$ cat config.mk
export PLATFORM = sky130hd
export DESIGN_NAME = key_counter_leds
export DESIGN_NICKNAME = d
export VERILOG_FILES = /design/src/rtl/key_counter_leds.sv
export SDC_FILE = /design/constraint.sdc
export NUM_CORES = 1
export LEC_CHECK = 0
export CAP_MARGIN = 10
export CELL_PAD_IN_SITES_DETAIL_PLACEMENT = 1
export CELL_PAD_IN_SITES_GLOBAL_PLACEMENT = 2
export CORE_ASPECT_RATIO = 0.6
export CORE_MARGIN = 1
export CORE_UTILIZATION = 34
export CTS_CLUSTER_SIZE = 12
export DETAILED_ROUTE_END_ITERATION = 10
export PLACE_DENSITY_LB_ADDON = 0.05
export SLEW_MARGIN = 20
export SYNTH_ARGS = -nofsm -noshare
export SYNTH_HDL_FRONTEND = slang
export SYNTH_SLANG_ARGS = --single-unit
export TNS_END_PERCENT = 100
$ cat constraint.sdc
create_clock -name clk -period 2.05 [get_ports clk]
set_clock_uncertainty 0.05 [all_clocks]
set_input_delay 0.205 -clock clk [delete_from_list [all_inputs] [get_ports clk]]
set_output_delay 0.205 -clock clk [all_outputs]
set_load 0.05 [all_outputs]
$ cat src/rtl/key_counter_leds.sv
// key_counter_leds
// ----------------
// Turns raw push-buttons into debounced one-cycle press pulses. The pulses
// drive a wrap-around up/down counter or a toggle register. The LED vector
// shows the state in one of four runtime modes.
//
// Ports
//   clk    in   1                         system clock
//   rst    in   1                         synchronous active-high reset
//   key    in   w_key                     raw keys: [0] inc, [1] dec,
//                                         [2] clear, [3] mode step
//   press  out  w_key                     registered one-cycle press pulses
//   mode   out  2                         0 binary, 1 one-hot,
//                                         2 thermometer, 3 toggle
//   count  out  $clog2(max_count+1)       counter value, range 0..max_count
//   led    out  w_led                     registered LED pattern
//
// Timing: a key level first sampled at edge E0 and held steady produces a
// press pulse in the cycle after edge E0 + debounce_cycles + 2. count,
// mode, the toggle register and led all update on the edge that ends that
// pulse cycle.

module key_counter_leds #(
    parameter int               w_key           = 4,
    parameter int               w_led           = 8,
    parameter int               max_count       = 8,
    parameter int               debounce_cycles = 500000,
    parameter logic             key_active_low  = 1'b0,
    parameter logic [w_led-1:0] toggle_mask     = 8'b0000_0111
) (
    input  logic                           clk,
    input  logic                           rst,
    input  logic [w_key-1:0]               key,
    output logic [w_key-1:0]               press,
    output logic [1:0]                     mode,
    output logic [$clog2(max_count+1)-1:0] count,
    output logic [w_led-1:0]               led
);

    localparam int cw = $clog2(max_count + 1);
    localparam int dw = $clog2(debounce_cycles + 1);

    localparam logic [cw-1:0]    count_max = cw'(max_count);
    localparam logic [dw-1:0]    db_limit  = dw'(debounce_cycles);
    localparam logic [w_led-1:0] lsb_mask  = w_led'(1'b1);

    // Key conditioning: after this XOR, a level of 1 always means pressed.
    logic [w_key-1:0] key_level_s;
    logic [w_key-1:0] sync1_r;
    logic [w_key-1:0] sync2_r;
    logic [w_key-1:0] deb_r;
    logic [w_key-1:0] deb_next_s;
    logic [w_key-1:0] rise_s;
    logic [dw-1:0]    db_cnt_r      [w_key];
    logic [dw-1:0]    db_cnt_next_s [w_key];

    // Counter, mode and display state.
    logic [w_key-1:0] press_r;
    logic [1:0]       mode_r;
    logic [1:0]       mode_next_s;
    logic [cw-1:0]    count_r;
    logic [cw-1:0]    count_next_s;
    logic [w_led-1:0] t_r;
    logic [w_led-1:0] t_next_s;
    logic [w_led-1:0] led_r;
    logic [w_led-1:0] led_next_s;
    logic [w_led-1:0] led_bin_s;
    logic [w_led-1:0] led_onehot_s;
    logic [w_led-1:0] led_therm_s;
    logic [w_led+cw-1:0] bin_wide_s;

    assign key_level_s = key ^ {w_key{key_active_low}};

    // Two-flop synchronizer for the conditioned key levels.
    always_ff @(posedge clk) begin
        if (rst) begin
            sync1_r <= {w_key{1'b0}};
            sync2_r <= {w_key{1'b0}};
        end else begin
            sync1_r <= key_level_s;
            sync2_r <= sync1_r;
        end
    end

    // Debounce next state. The counter only runs while the synced level
    // disagrees with the accepted level. The new level is accepted on the
    // edge where the counter already holds debounce_cycles and the levels
    // still disagree.
    always_comb begin
        deb_next_s = deb_r;
        for (int i = 0; i < w_key; i++) begin
            db_cnt_next_s[i] = {dw{1'b0}};
            if (sync2_r[i] == deb_r[i]) begin
                db_cnt_next_s[i] = {dw{1'b0}};
            end else if (db_cnt_r[i] == db_limit) begin
                deb_next_s[i]    = sync2_r[i];
                db_cnt_next_s[i] = {dw{1'b0}};
            end else begin
                db_cnt_next_s[i] = db_cnt_r[i] + dw'(1'b1);
            end
        end
        rise_s = deb_next_s & ~deb_r;
    end

    // Debounce state and the registered press pulse (released to pressed only).
    always_ff @(posedge clk) begin
        if (rst) begin
            deb_r   <= {w_key{1'b0}};
            press_r <= {w_key{1'b0}};
            for (int i = 0; i < w_key; i++) begin
                db_cnt_r[i] <= {dw{1'b0}};
            end
        end else begin
            deb_r   <= deb_next_s;
            press_r <= rise_s;
            for (int i = 0; i < w_key; i++) begin
                db_cnt_r[i] <= db_cnt_next_s[i];
            end
        end
    end

    // Counter/toggle/mode next state from this cycle's press pulses. Clear
    // wins. Inc and dec together cancel out. The current (old) mode decides
    // whether inc/dec act on the counter or on the toggle register. A mode
    // step combines with any of these.
    always_comb begin
        count_next_s = count_r;
        t_next_s     = t_r;
        mode_next_s  = press_r[3] ? (mode_r + 2'd1) : mode_r;
        if (press_r[2]) begin
            count_next_s = {cw{1'b0}};
            t_next_s     = {w_led{1'b0}};
        end else if (press_r[0] && press_r[1]) begin
            count_next_s = count_r;
            t_next_s     = t_r;
        end else if (press_r[0]) begin
            if (mode_r == 2'd3) begin
                t_next_s = t_r ^ toggle_mask;
            end else if (count_r == count_max) begin
                count_next_s = {cw{1'b0}};
            end else begin
                count_next_s = count_r + cw'(1'b1);
            end
        end else if (press_r[1]) begin
            if (mode_r == 2'd3) begin
                t_next_s = t_r ^ lsb_mask;
            end else if (count_r == {cw{1'b0}}) begin
                count_next_s = count_max;
            end else begin
                count_next_s = count_r - cw'(1'b1);
            end
        end else begin
            count_next_s = count_r;
            t_next_s     = t_r;
        end
    end

    // LED pattern from the next-state values, so led changes on the same
    // edge as count, mode and t.
    always_comb begin
        bin_wide_s = {{w_led{1'b0}}, count_next_s};
        led_bin_s  = bin_wide_s[w_led-1:0];
        for (int i = 0; i < w_led; i++) begin
            led_onehot_s[i] = (int'(count_next_s) == (i + 1));
            led_therm_s[i]  = (int'(count_next_s) > i);
        end
        case (mode_next_s)
            2'd0:    led_next_s = led_bin_s;
            2'd1:    led_next_s = led_onehot_s;
            2'd2:    led_next_s = led_therm_s;
            2'd3:    led_next_s = t_next_s;
            default: led_next_s = {w_led{1'b0}};
        endcase
    end

    // Counter, mode, toggle register and LED output registers.
    always_ff @(posedge clk) begin
        if (rst) begin
            mode_r  <= 2'd0;
            count_r <= {cw{1'b0}};
            t_r     <= {w_led{1'b0}};
            led_r   <= {w_led{1'b0}};
        end else begin
            mode_r  <= mode_next_s;
            count_r <= count_next_s;
            t_r     <= t_next_s;
            led_r   <= led_next_s;
        end
    end

    assign press = press_r;
    assign mode  = mode_r;
    assign count = count_r;
    assign led   = led_r;

endmodule
==> out/qor.txt, run 1 <==
Period Utilization, post-route -> 1.052
Unrepaired setup endpoints after global routing -> yes
Layout cells sized above 1 -> 0.1694
H-tree depth -> 4
Initial DRT Pass Iterations -> 4
CTS tree -> done
CTS clk-pin slew, worst paths -> 0.05 ns
CP Max Fanout -> 4
Ys async rst share -> 0
Detailed-route wire length per cell -> 14.96 microns
Nets@finish -> 665
Final core utilization -> 0.4573
Gp weighted congestion -> 0.8345
Post-synth EDFFs -> 0
Fin crit period -> 2.158 ns
Largest net degree at the start of global routing -> 37
Antenna viol nets, final -> 0
CP peak stage delay -> 0.39 ns
Ys Warns -> 0
GRT overflow -> 0
Max Cap Viol -> 0
Violated checks -> setup timing
VDD IR max -> 0.4612 mV
Worst setup margin -> -0.1075 ns
Layout area overhead -> 30.45%
Worst Setup End Kind -> register
CTS buffer count -> 17
Clk root buf -> clkbuf_16
Yosys reg bits -> 114
Status -> complete, but fails checks
Dominant cells by area after synthesis -> dfxtp_1 (45%), nor2_1 (8.5%), xor2_1 (6.9%)
Post-DP HPWL -> 9176 microns
Crit-path cells -> ha_4 > or3b_4 > o41ai_4 > o211a_1 > nor2_2 > buf_4 > a311oi_2 > a211oi_2
Endpoints failing hold -> 0
Clock Sinks -> 114
CTS max path bufs -> 2
Core Rows -> 34
Startpoint types -> register
Post-synth top area cell -> dfxtp_1
WP data required -> 2.29 ns
Share of the synthesized area in the top cell type -> 0.4475
Setup Viol. Count Final -> 7
Leak -> 0.002304 uW
Slew HR -> 0.6511
Critical Setup Path Class -> register to register
Upper clock frequency limit -> 463.5 MHz
Via density -> 4.875
Count leader, synth -> nor2_1
Initial antenna violation count -> 0
Share of power burned in registers -> 0.411
Mapped Nets -> 600
Cts hold-fix bufs -> 0
Syn avg cell area -> 8.748 sq um
Max Slew Vio Count -> 0
Synthesized cell area -> 5100 sq um
Path type of the worst min-delay path -> primary input to register
Synthesized instance count -> 583
Via count -> 4188
Number of global-route vias before repair -> 4241
Comb pwr share -> 0.012
Commonest cells in the synthesized netlist -> nor2_1 (115), dfxtp_1 (114), xor2_1 (40), nand2_1 (36), xnor2_1 (33)
Global-route usage over all layers -> 0.1791
Final instance area -> 6653 sq um
Core region area -> 14550 sq um
Seq/Total Area, Yosys -> 0.4475
Worst endpoint data arrival time -> 2.39 ns
Critical-path top delay cell -> or3b_4
Die Y -> 96.87 microns
I/O pins -> 24
Sw power -> 1055 uW
Post-Route WL -> 12850 microns
Sw Share -> 0.1949
1st-iter DRT viols -> 244
Placed cell area -> 5904 sq um
Initial core utilization -> 0.3505
Power density over the cells -> 813.4 nW/um^2
Die ar. -> 15510 sq um
Slew @ Worst Pin -> 0.5217 ns
Port bufs -> 23
Clock power share -> 0.577
Antenna diodes -> 0
Global-route wire length before repair -> 21880 microns
Clock Latency Late Sink -> 0.41 ns
Internal -> 4357 uW
Residual DRC -> 0
Main synth FF type -> dfxtp_1
Die Wd -> 160.1 microns
Synth cell types -> 58
stage by stage:
step	TNS (ns)	instances	total power [uW]	hold slack, ns	setup WS, ns
global route	-1.083	859	5625	0.2998	-0.1749
global placement	-0.09433	825	2333	0.3723	-0.06310
floorplan	-0.1683	583	2303	0.2832	-0.07555
CTS	-0.2427	858	5508	0.2830	-0.07787
detailed placement	-0.2928	825	2334	0.3895	-0.09373
finish	-0.2865	859	5411	0.2976	-0.1075
area by class of cell:
cell class              instances  area, sq um
flip-flops and latches        114         2307
clock buffers                  24        513.0
well taps                     198        247.7
fillers                      1683         7896
inverters                      20        75.07
clock inverters                 8        121.4
repair buffers                 64        608.1
multi-input cells             431         2780
flip-flops by register name (all words and copies together) (netlist names), 4 cells and up:
register  flops
sync2_r       4
press         4
deb_r         4
count         4
sync1_r       4
t_r           8
led           8
db_cnt_r     76
logic make-up after synthesis:
family / count (synthesis) / synth area share
flip-flops: 114 / 0.4475
AND/OR/NAND/NOR: 289 / 0.2804
adder cells (fa/ha/maj): 11 / 0.02699
XOR/XNOR: 73 / 0.1254
buffers and inverters: 38 / 0.03140
AO/OA/AOI/OAI: 53 / 0.07851
multiplexers: 5 / 0.009814
timing repair:
action                     in CTS  in global routing
setup endpoints to repair       7                 13
gates resized for setup         8                 17
cloned                          0                  0
pin swaps                       2                  9
buffers inserted                1                  1
placed cells by master (no fill, tap or decap), types with 4 or more instances in the layout:
| master | instances |
|---|---|
| clkdlybuf4s50_1 | 18 |
| and3_1 | 12 |
| buf_4 | 37 |
| a21oi_1 | 11 |
| nand4_1 | 15 |
| nor2b_1 | 9 |
| nor3_1 | 20 |
| o21ai_0 | 9 |
| nor3b_1 | 6 |
| dfxtp_1 | 106 |
| clkbuf_16 | 18 |
| dfxtp_4 | 6 |
| xor2_1 | 40 |
| nand2b_1 | 4 |
| mux2i_1 | 5 |
| nand3_1 | 32 |
| nor4b_1 | 8 |
| dlymetal6s2s_1 | 4 |
| clkbuf_8 | 4 |
| and4_1 | 4 |
| nor2_1 | 111 |
| or3_1 | 10 |
| inv_1 | 20 |
| xnor2_1 | 33 |
| buf_12 | 5 |
| nand2_1 | 36 |
| ha_1 | 9 |
worst paths after layout:
path,start,endpoint,slack (ns),depth (start not counted)
max,mode[1]$_SDFF_PP0_,led[5]$_SDFF_PP0_,-0.11,8
min,key[2],sync1_r[2]$_SDFF_PP0_,0.30,2
max reg2reg,mode[1]$_SDFF_PP0_,led[5]$_SDFF_PP0_,-0.11,8
min reg2reg,sync1_r[0]$_SDFF_PP0_,sync2_r[0]$_SDFF_PP0_,0.39,1
per-layer routing:
| metal | GRT usage | wire [microns] | part of all wire |
|---|---|---|---|
| met2 | 0.2418 | 5030 | 0.39 |
| met5 | 0 | 0 | 0 |
| met1 | 0.2688 | 7183 | 0.56 |
| met4 | 0.06154 | 155 | 0.012 |
| met3 | 0.04717 | 484 | 0.038 |
worst max-delay path, delay by kind of cell, from the launching register on:
kind	cells	cell delay, ns
compound gates	4	0.87
fa+ha+maj	1	0.18
buf+inv	1	0.14
simple gates	2	0.45
flops	1	0.35
power groups by stage:
stage                     Clock (uW)  Sequential [uW]  Combinational (uW)
after detailed placement           0             2270                62.0
after floorplan                    0             2270                32.5
after global routing            3330             2220                69.1
after global placement             0             2270                60.9
after CTS                       3220             2220                62.6
final                           3120             2230                62.2
(Power assumes the default switching activity.)
==> inputs of run 2 (changes only) <==
- SKIP_LAST_GASP: not set -> 1
==> run 2 against run 1 <==
Flip-flop and latch count unchanged. Total power about the same. Critical path depth unchanged. Sequential share of layout area up 0.052 points. Clock-buffer cell count unchanged. Fmax down 0.13%. First-iteration DRC count down 17%. Routed wire length about the same. The flow still finishes with violations (setup timing). Global-route usage down 0.12 points.
==> out/qor.txt, run 2 (synthesis gave the netlist of run 1 again) <==
Status -> complete, but fails checks
Violated checks -> setup timing
Hold endpoint -> sync1_r[2]$_SDFF_PP0_
Final instance area -> 6643 sq um (-0.15%)
Clock Latency Late Sink -> 0.41 ns (about the same)
CP peak stage delay -> 0.39 ns (about the same)
Worst r2r path cells -> 8 (unchanged)
1st-iter DRT viols -> 202 (-17%)
GRT overflow -> 0 (unchanged)
Max Slew Vio Count -> 0 (unchanged)
Endpoints failing hold -> 0 (unchanged)
Initial DRT Pass Iterations -> 4 (unchanged)
VDD IR max -> 0.4610 mV (about the same)
Detailed-route wire length per cell -> 14.96 microns (about the same)
Worst setup margin -> -0.1104 ns (-0.002886 ns)
Core Rows -> 34 (unchanged)
Worst Setup End Kind -> register
Fin crit period -> 2.160 ns (+0.002886 ns)
Via density -> 4.867 (-0.17%)
Initial core utilization -> 0.3505 (unchanged)
Critical-path top delay cell -> or3b_4
Antenna diodes -> 0 (unchanged)
Die Wd -> 160.1 microns (unchanged)
Slew HR -> 0.6507 (about the same)
Layout area overhead -> 30.25%
Die Y -> 96.87 microns (unchanged)
Global-route wire length before repair -> 21740 microns (-0.66%)
Global-route usage over all layers -> 0.1779 (-0.001211)
Cts hold-fix bufs -> 0 (unchanged)
Nets@finish -> 665 (unchanged)
# fillers -> 1688 (+0.30%)
WP data required -> 2.29 ns (about the same)
FF-to-FF setup slack -> -0.11 ns (about the same)
CTS clk-pin slew, worst paths -> 0.05 ns (about the same)
CTS tree -> done
Die ar. -> 15510 sq um (unchanged)
Via count -> 4181 (-0.17%)
Placed cell area -> 5904 sq um (unchanged)
CTS buffer count -> 17 (unchanged)
Period Utilization, post-route -> 1.054 (+0.001408)
Leak -> 0.002284 uW (-0.85%)
Initial antenna violation count -> 0 (unchanged)
Setup Viol. Count Final -> 7 (unchanged)
WHS Path Cells -> 2 (unchanged)
Startpoint types -> register
I/O pins -> 24 (unchanged)
Upper clock frequency limit -> 462.9 MHz (-0.13%)
Power density over the cells -> 814.5 nW/um^2 (+0.13%)
Path type of the worst min-delay path -> primary input to register
Gp weighted congestion -> 0.8345 (unchanged)
Layout cells sized above 1 -> 0.1679 (-0.001513)
Max Cap Viol -> 0 (unchanged)
Core region area -> 14550 sq um (unchanged)
Number of global-route vias before repair -> 4221 (-0.47%)
Slew @ Worst Pin -> 0.5223 ns (+0.0006394 ns)
H-tree depth -> 4 (unchanged)
Clk root buf -> clkbuf_16
Largest net degree at the start of global routing -> 37 (unchanged)
Max reg flops -> 76 (unchanged)
Reg2reg end -> led[5]$_SDFF_PP0_
WHS -> 0.2989 ns (+0.001239 ns)
Biggest register -> db_cnt_r
Clock Sinks -> 114 (unchanged)
Post-DP HPWL -> 9176 microns (unchanged)
Port bufs -> 23 (unchanged)
Critical Setup Path Class -> register to register
CTS max path bufs -> 2 (unchanged)
Antenna viol nets, final -> 0 (unchanged)
Commonest cells after routing, fill and taps aside -> nor2_1 (111), dfxtp_1 (106), xor2_1 (40)
Crit-path cells -> ha_4 > or3b_4 > o41ai_4 > o211a_1 > nor2_2 > buf_4 > a311oi_2 > a211oi_2
Hold Path Origin -> key[2]
Fin Setup TNS -> -0.2967 ns (-0.01021 ns)
Most common cell after layout, fill and taps aside -> nor2_1
CP Max Fanout -> 4 (unchanged)
Worst endpoint data arrival time -> 2.40 ns (about the same)
Post-Route WL -> 12850 microns (about the same)
Residual DRC -> 0 (unchanged)
Worst reg2reg startpoint -> mode[1]$_SDFF_PP0_
Unrepaired setup endpoints after global routing -> yes
-- run 2: what timing repair did --
action | in CTS | in global routing
gates resized for setup | 7 | 15
setup endpoints to repair | 7 | 12
pin swaps | 2 | 8
setup buffers | 1 | 1
-- run 2: layout make-up --
class	instances	area [sq um]	share of cell area
clock inverter	8	121.4	0.01827
sequential	114	2307	0.3473
timing repair buffer	64	605.6	0.09117
tap	198	247.7	0.03730
multi-input combinational	431	2773	0.4174
clock buffer	24	513.0	0.07723
inverter	20	75.07	0.01130
-- run 2: how the worst max path moves through the flow --
stage	slack, ns	to	depth (start not counted)	startpoint
global placement	-0.06	led[2]$_SDFF_PP0_	7	mode[1]$_SDFF_PP0_
floorplan	-0.08	led[4]$_SDFF_PP0_	8	mode[0]$_SDFF_PP0_
detailed placement	-0.09	led[2]$_SDFF_PP0_	7	mode[0]$_SDFF_PP0_
global route	-0.17	led[2]$_SDFF_PP0_	7	mode[0]$_SDFF_PP0_
CTS	-0.09	led[2]$_SDFF_PP0_	7	mode[0]$_SDFF_PP0_
finish	-0.11	led[5]$_SDFF_PP0_	8	mode[1]$_SDFF_PP0_
-- run 2: power by group --
part / switching (uW) / internal [uW]
logic: 33.6 / 28.7
registers: 6.20 / 2220
clock network: 1010 / 2110
total: 1050 / 4360
-- run 2: per-layer routing --
metal	vias to the layer above	track usage	routed length [microns]
met5	-	0	0
met4	0	0.06154	121
met3	14	0.04717	422
met2	52	0.2388	5015
met1	1993	0.2677	7291
li1	2122	-	-
-- run 2: worst max-delay path, delay by kind of cell, from the launching register on --
family	cells	cell delay, ns
AND/OR/NAND/NOR	2	0.45
flip-flops	1	0.35
AO/OA/AOI/OAI	4	0.88
buffers and inverters	1	0.14
adder cells (fa/ha/maj)	1	0.18
-- run 2: per-stage QoR --
stage / cells / util / setup WS, ns / power [uW]
floorplan: 583 / - / -0.07555 / 2303
global placement: 825 / 0.4058 / -0.06310 / 2333
detailed placement: 825 / 0.4058 / -0.09373 / 2334
CTS: 858 / 0.4519 / -0.08767 / 5508
global route: 859 / 0.4566 / -0.1717 / 5624
finish: 859 / 0.4566 / -0.1104 / 5411
==> inputs of run 3 (changes only) <==
- MAX_ROUTING_LAYER: not set -> met4
==> run 3 against run 2 <==
The flow still finishes with violations (setup timing). Design area is the same. Die area is the same. Sequential share of layout area is the same. Worst setup slack gained 0.0024 ns. Flip-flop and latch count is the same. First-iteration DRC count grew 15%. Utilization is the same. Fmax grew 0.11%.
==> out/qor.txt, run 3 (synthesis gave the netlist of run 1 again) <==
Cts hold-fix bufs -> 0 (unchanged)
Period Utilization, post-route -> 1.053 (-0.001188)
Core region area -> 14550 sq um (unchanged)
Worst r2r path cells -> 8 (unchanged)
Initial DRT Pass Iterations -> 4 (unchanged)
Via count -> 4186 (+0.12%)
Unrepaired setup endpoints after global routing -> yes
Non-Filler Instances -> 859 (unchanged)
# fillers -> 1688 (unchanged)
Core Rows -> 34 (unchanged)
Number of global-route vias before repair -> 4219 (-0.047%)
CTS tree -> done
Clock power share -> 0.578 (about the same)
GRT overflow -> 0 (unchanged)
Antenna viol nets, final -> 0 (unchanged)
Share of power burned in registers -> 0.411 (about the same)
Max Cap Viol -> 0 (unchanged)
Leak -> 0.002284 uW (unchanged)
Upper clock frequency limit -> 463.4 MHz (+0.11%)
Nets@finish -> 665 (unchanged)
Post-Route WL -> 12840 microns (about the same)
Worst endpoint data arrival time -> 2.40 ns (about the same)
Residual DRC -> 0 (unchanged)
Internal -> 4357 uW (about the same)
WHS Path Cells -> 2 (unchanged)
I/O pins -> 24 (unchanged)
M1 GR Usage -> 0.2698 (+0.002137)
Clock Latency Late Sink -> 0.41 ns (about the same)
Slew HR -> 0.6479 (-0.002832)
Sw Share -> 0.1959 (+0.001199)
H-tree depth -> 4 (unchanged)
CTS clk-pin slew, worst paths -> 0.05 ns (about the same)
Layout area overhead -> 30.25% (unchanged)
Area of the multi-input gates -> 2773 sq um (unchanged)
Hold Path Origin -> key[2]
Status -> complete, but fails checks
Largest net degree at the start of global routing -> 37 (unchanged)
Path type of the worst min-delay path -> primary input to register
Fin crit period -> 2.158 ns (-0.002435 ns)
Die Wd -> 160.1 microns (unchanged)
Gp weighted congestion -> 0.8474 (+1.5%)
Die Y -> 96.87 microns (unchanged)
1st-iter DRT viols -> 233 (+15%)
GRT Max-Usage Layer -> met1
Layout cells sized above 1 -> 0.1679 (unchanged)
GR Util met3 -> 0.04503 (-0.002144)
Critical Setup Path Class -> register to register
Via density -> 4.873 (+0.12%)
Slew @ Worst Pin -> 0.5265 ns (+0.004234 ns)
Placed insts -> 825 (unchanged)
Setup Viol. Count Final -> 7 (unchanged)
FF-to-FF setup slack -> -0.11 ns (about the same)
Clock Sinks -> 114 (unchanged)
Register Area -> 2307 sq um (unchanged)
CTS max path bufs -> 2 (unchanged)
Detailed-route wire length per cell -> 14.95 microns (about the same)
Power consumption -> 5419 uW (+0.15%)
Post-DP HPWL -> 9176 microns (unchanged)
Comb pwr share -> 0.011 (about the same)
CP Max Fanout -> 4 (unchanged)
Biggest register -> db_cnt_r
Grt met2 use -> 0.2381 (-0.0006689)
Commonest cells after routing, fill and taps aside -> nor2_1 (111), dfxtp_1 (106), xor2_1 (40)
CTS buffer count -> 17 (unchanged)
Reg2reg end -> led[5]$_SDFF_PP0_
Port bufs -> 23 (unchanged)
Initial antenna violation count -> 0 (unchanged)
Hold endpoint -> sync1_r[2]$_SDFF_PP0_
Die ar. -> 15510 sq um (unchanged)
Worst reg2reg startpoint -> mode[1]$_SDFF_PP0_
Max Slew Vio Count -> 0 (unchanged)
Endpoints failing hold -> 0 (unchanged)
Antenna diodes -> 0 (unchanged)
Sw power -> 1062 uW (+0.77%)
Global-route wire length before repair -> 21730 microns (about the same)
Most common cell after layout, fill and taps aside -> nor2_1
WP data required -> 2.29 ns (about the same)
Worst Setup End Kind -> register
Power density over the cells -> 815.7 nW/um^2 (+0.15%)
Clk root buf -> clkbuf_16
Startpoint types -> register
VDD IR max -> 0.4608 mV (about the same)
Violated checks -> setup timing
Worst setup margin -> -0.1080 ns (+0.002435 ns)
Initial core utilization -> 0.3505 (unchanged)
Max reg flops -> 76 (unchanged)
Global-route usage over all layers -> 0.1832 (+0.005349)
-- run 3: cell counts in the layout (fill, tap and decap cells not counted) --
No cell type changed its count.
-- run 3: worst max-delay path by stage --
stage                       start                end
2_1_floorplan  mode[0]$_SDFF_PP0_  led[4]$_SDFF_PP0_
3_3_place_gp   mode[1]$_SDFF_PP0_  led[2]$_SDFF_PP0_
3_5_place_dp   mode[0]$_SDFF_PP0_  led[2]$_SDFF_PP0_
4_1_cts        mode[0]$_SDFF_PP0_  led[2]$_SDFF_PP0_
5_1_grt        mode[0]$_SDFF_PP0_  led[2]$_SDFF_PP0_
6_report       mode[1]$_SDFF_PP0_  led[5]$_SDFF_PP0_
-- run 3: layout make-up --
class,count,share of cell area
clock buffers,24,0.07723
clock inverters,8,0.01827
multi-input cells,431,0.4174
well taps,198,0.03730
repair buffers,64,0.09117
inverters,20,0.01130
flip-flops and latches,114,0.3473
-- run 3: per-layer routing --
metal  wire length (microns)  vias up  share of wire
li1                        -     2123              -
met1                    7218     1985           0.56
met2                    5040       64           0.39
met3                     433       14          0.034
met4                     147        0          0.011
met5                       0        -              0
-- run 3: critical path, cell delays in order, from the launching register on --
cell and delay (ns):
dfxtp_4 0.35, ha_4 0.18, or3b_4 0.39, o41ai_4 0.26, o211a_1 0.27, nor2_2 0.06, buf_4 0.14, a311oi_2 0.29
a211oi_2 0.06
-- run 3: metrics by stage --
stage | worst slack (ns) | utilization | hold WS, ns | TNS [ns] | cell area [sq um]
3_5_place_dp | -0.09373 | 0.4058 | 0.3895 | -0.2928 | 5904
3_3_place_gp | -0.06310 | 0.4058 | 0.3723 | -0.09433 | 5904
5_1_grt | -0.1718 | 0.4566 | 0.3013 | -1.061 | 6643
2_1_floorplan | -0.07555 | - | 0.2832 | -0.1683 | 5169
4_1_cts | -0.08767 | 0.4519 | 0.2830 | -0.2429 | 6575
6_report | -0.1080 | 0.4566 | 0.2977 | -0.3001 | 6643
-- run 3: timing repair --
action                                 4_1_cts  5_1_grt
resized for setup                            7       15
cloned                                       0        0
setup endpoints to repair                    7       12
setup buffers                                1        1
endpoints found under the hold margin        0        0
pin swaps                                    2        8
-- run 3: power by group through the flow --
| stage | logic (uW) | registers, uW | clock network [uW] |
|---|---|---|---|
| final | 61.8 | 2230 | 3130 |
| after global routing | 69.0 | 2220 | 3330 |
| after global placement | 60.9 | 2270 | 0 |
| after detailed placement | 62.0 | 2270 | 0 |
| after CTS | 62.6 | 2220 | 3220 |
| after floorplan | 32.5 | 2270 | 0 |
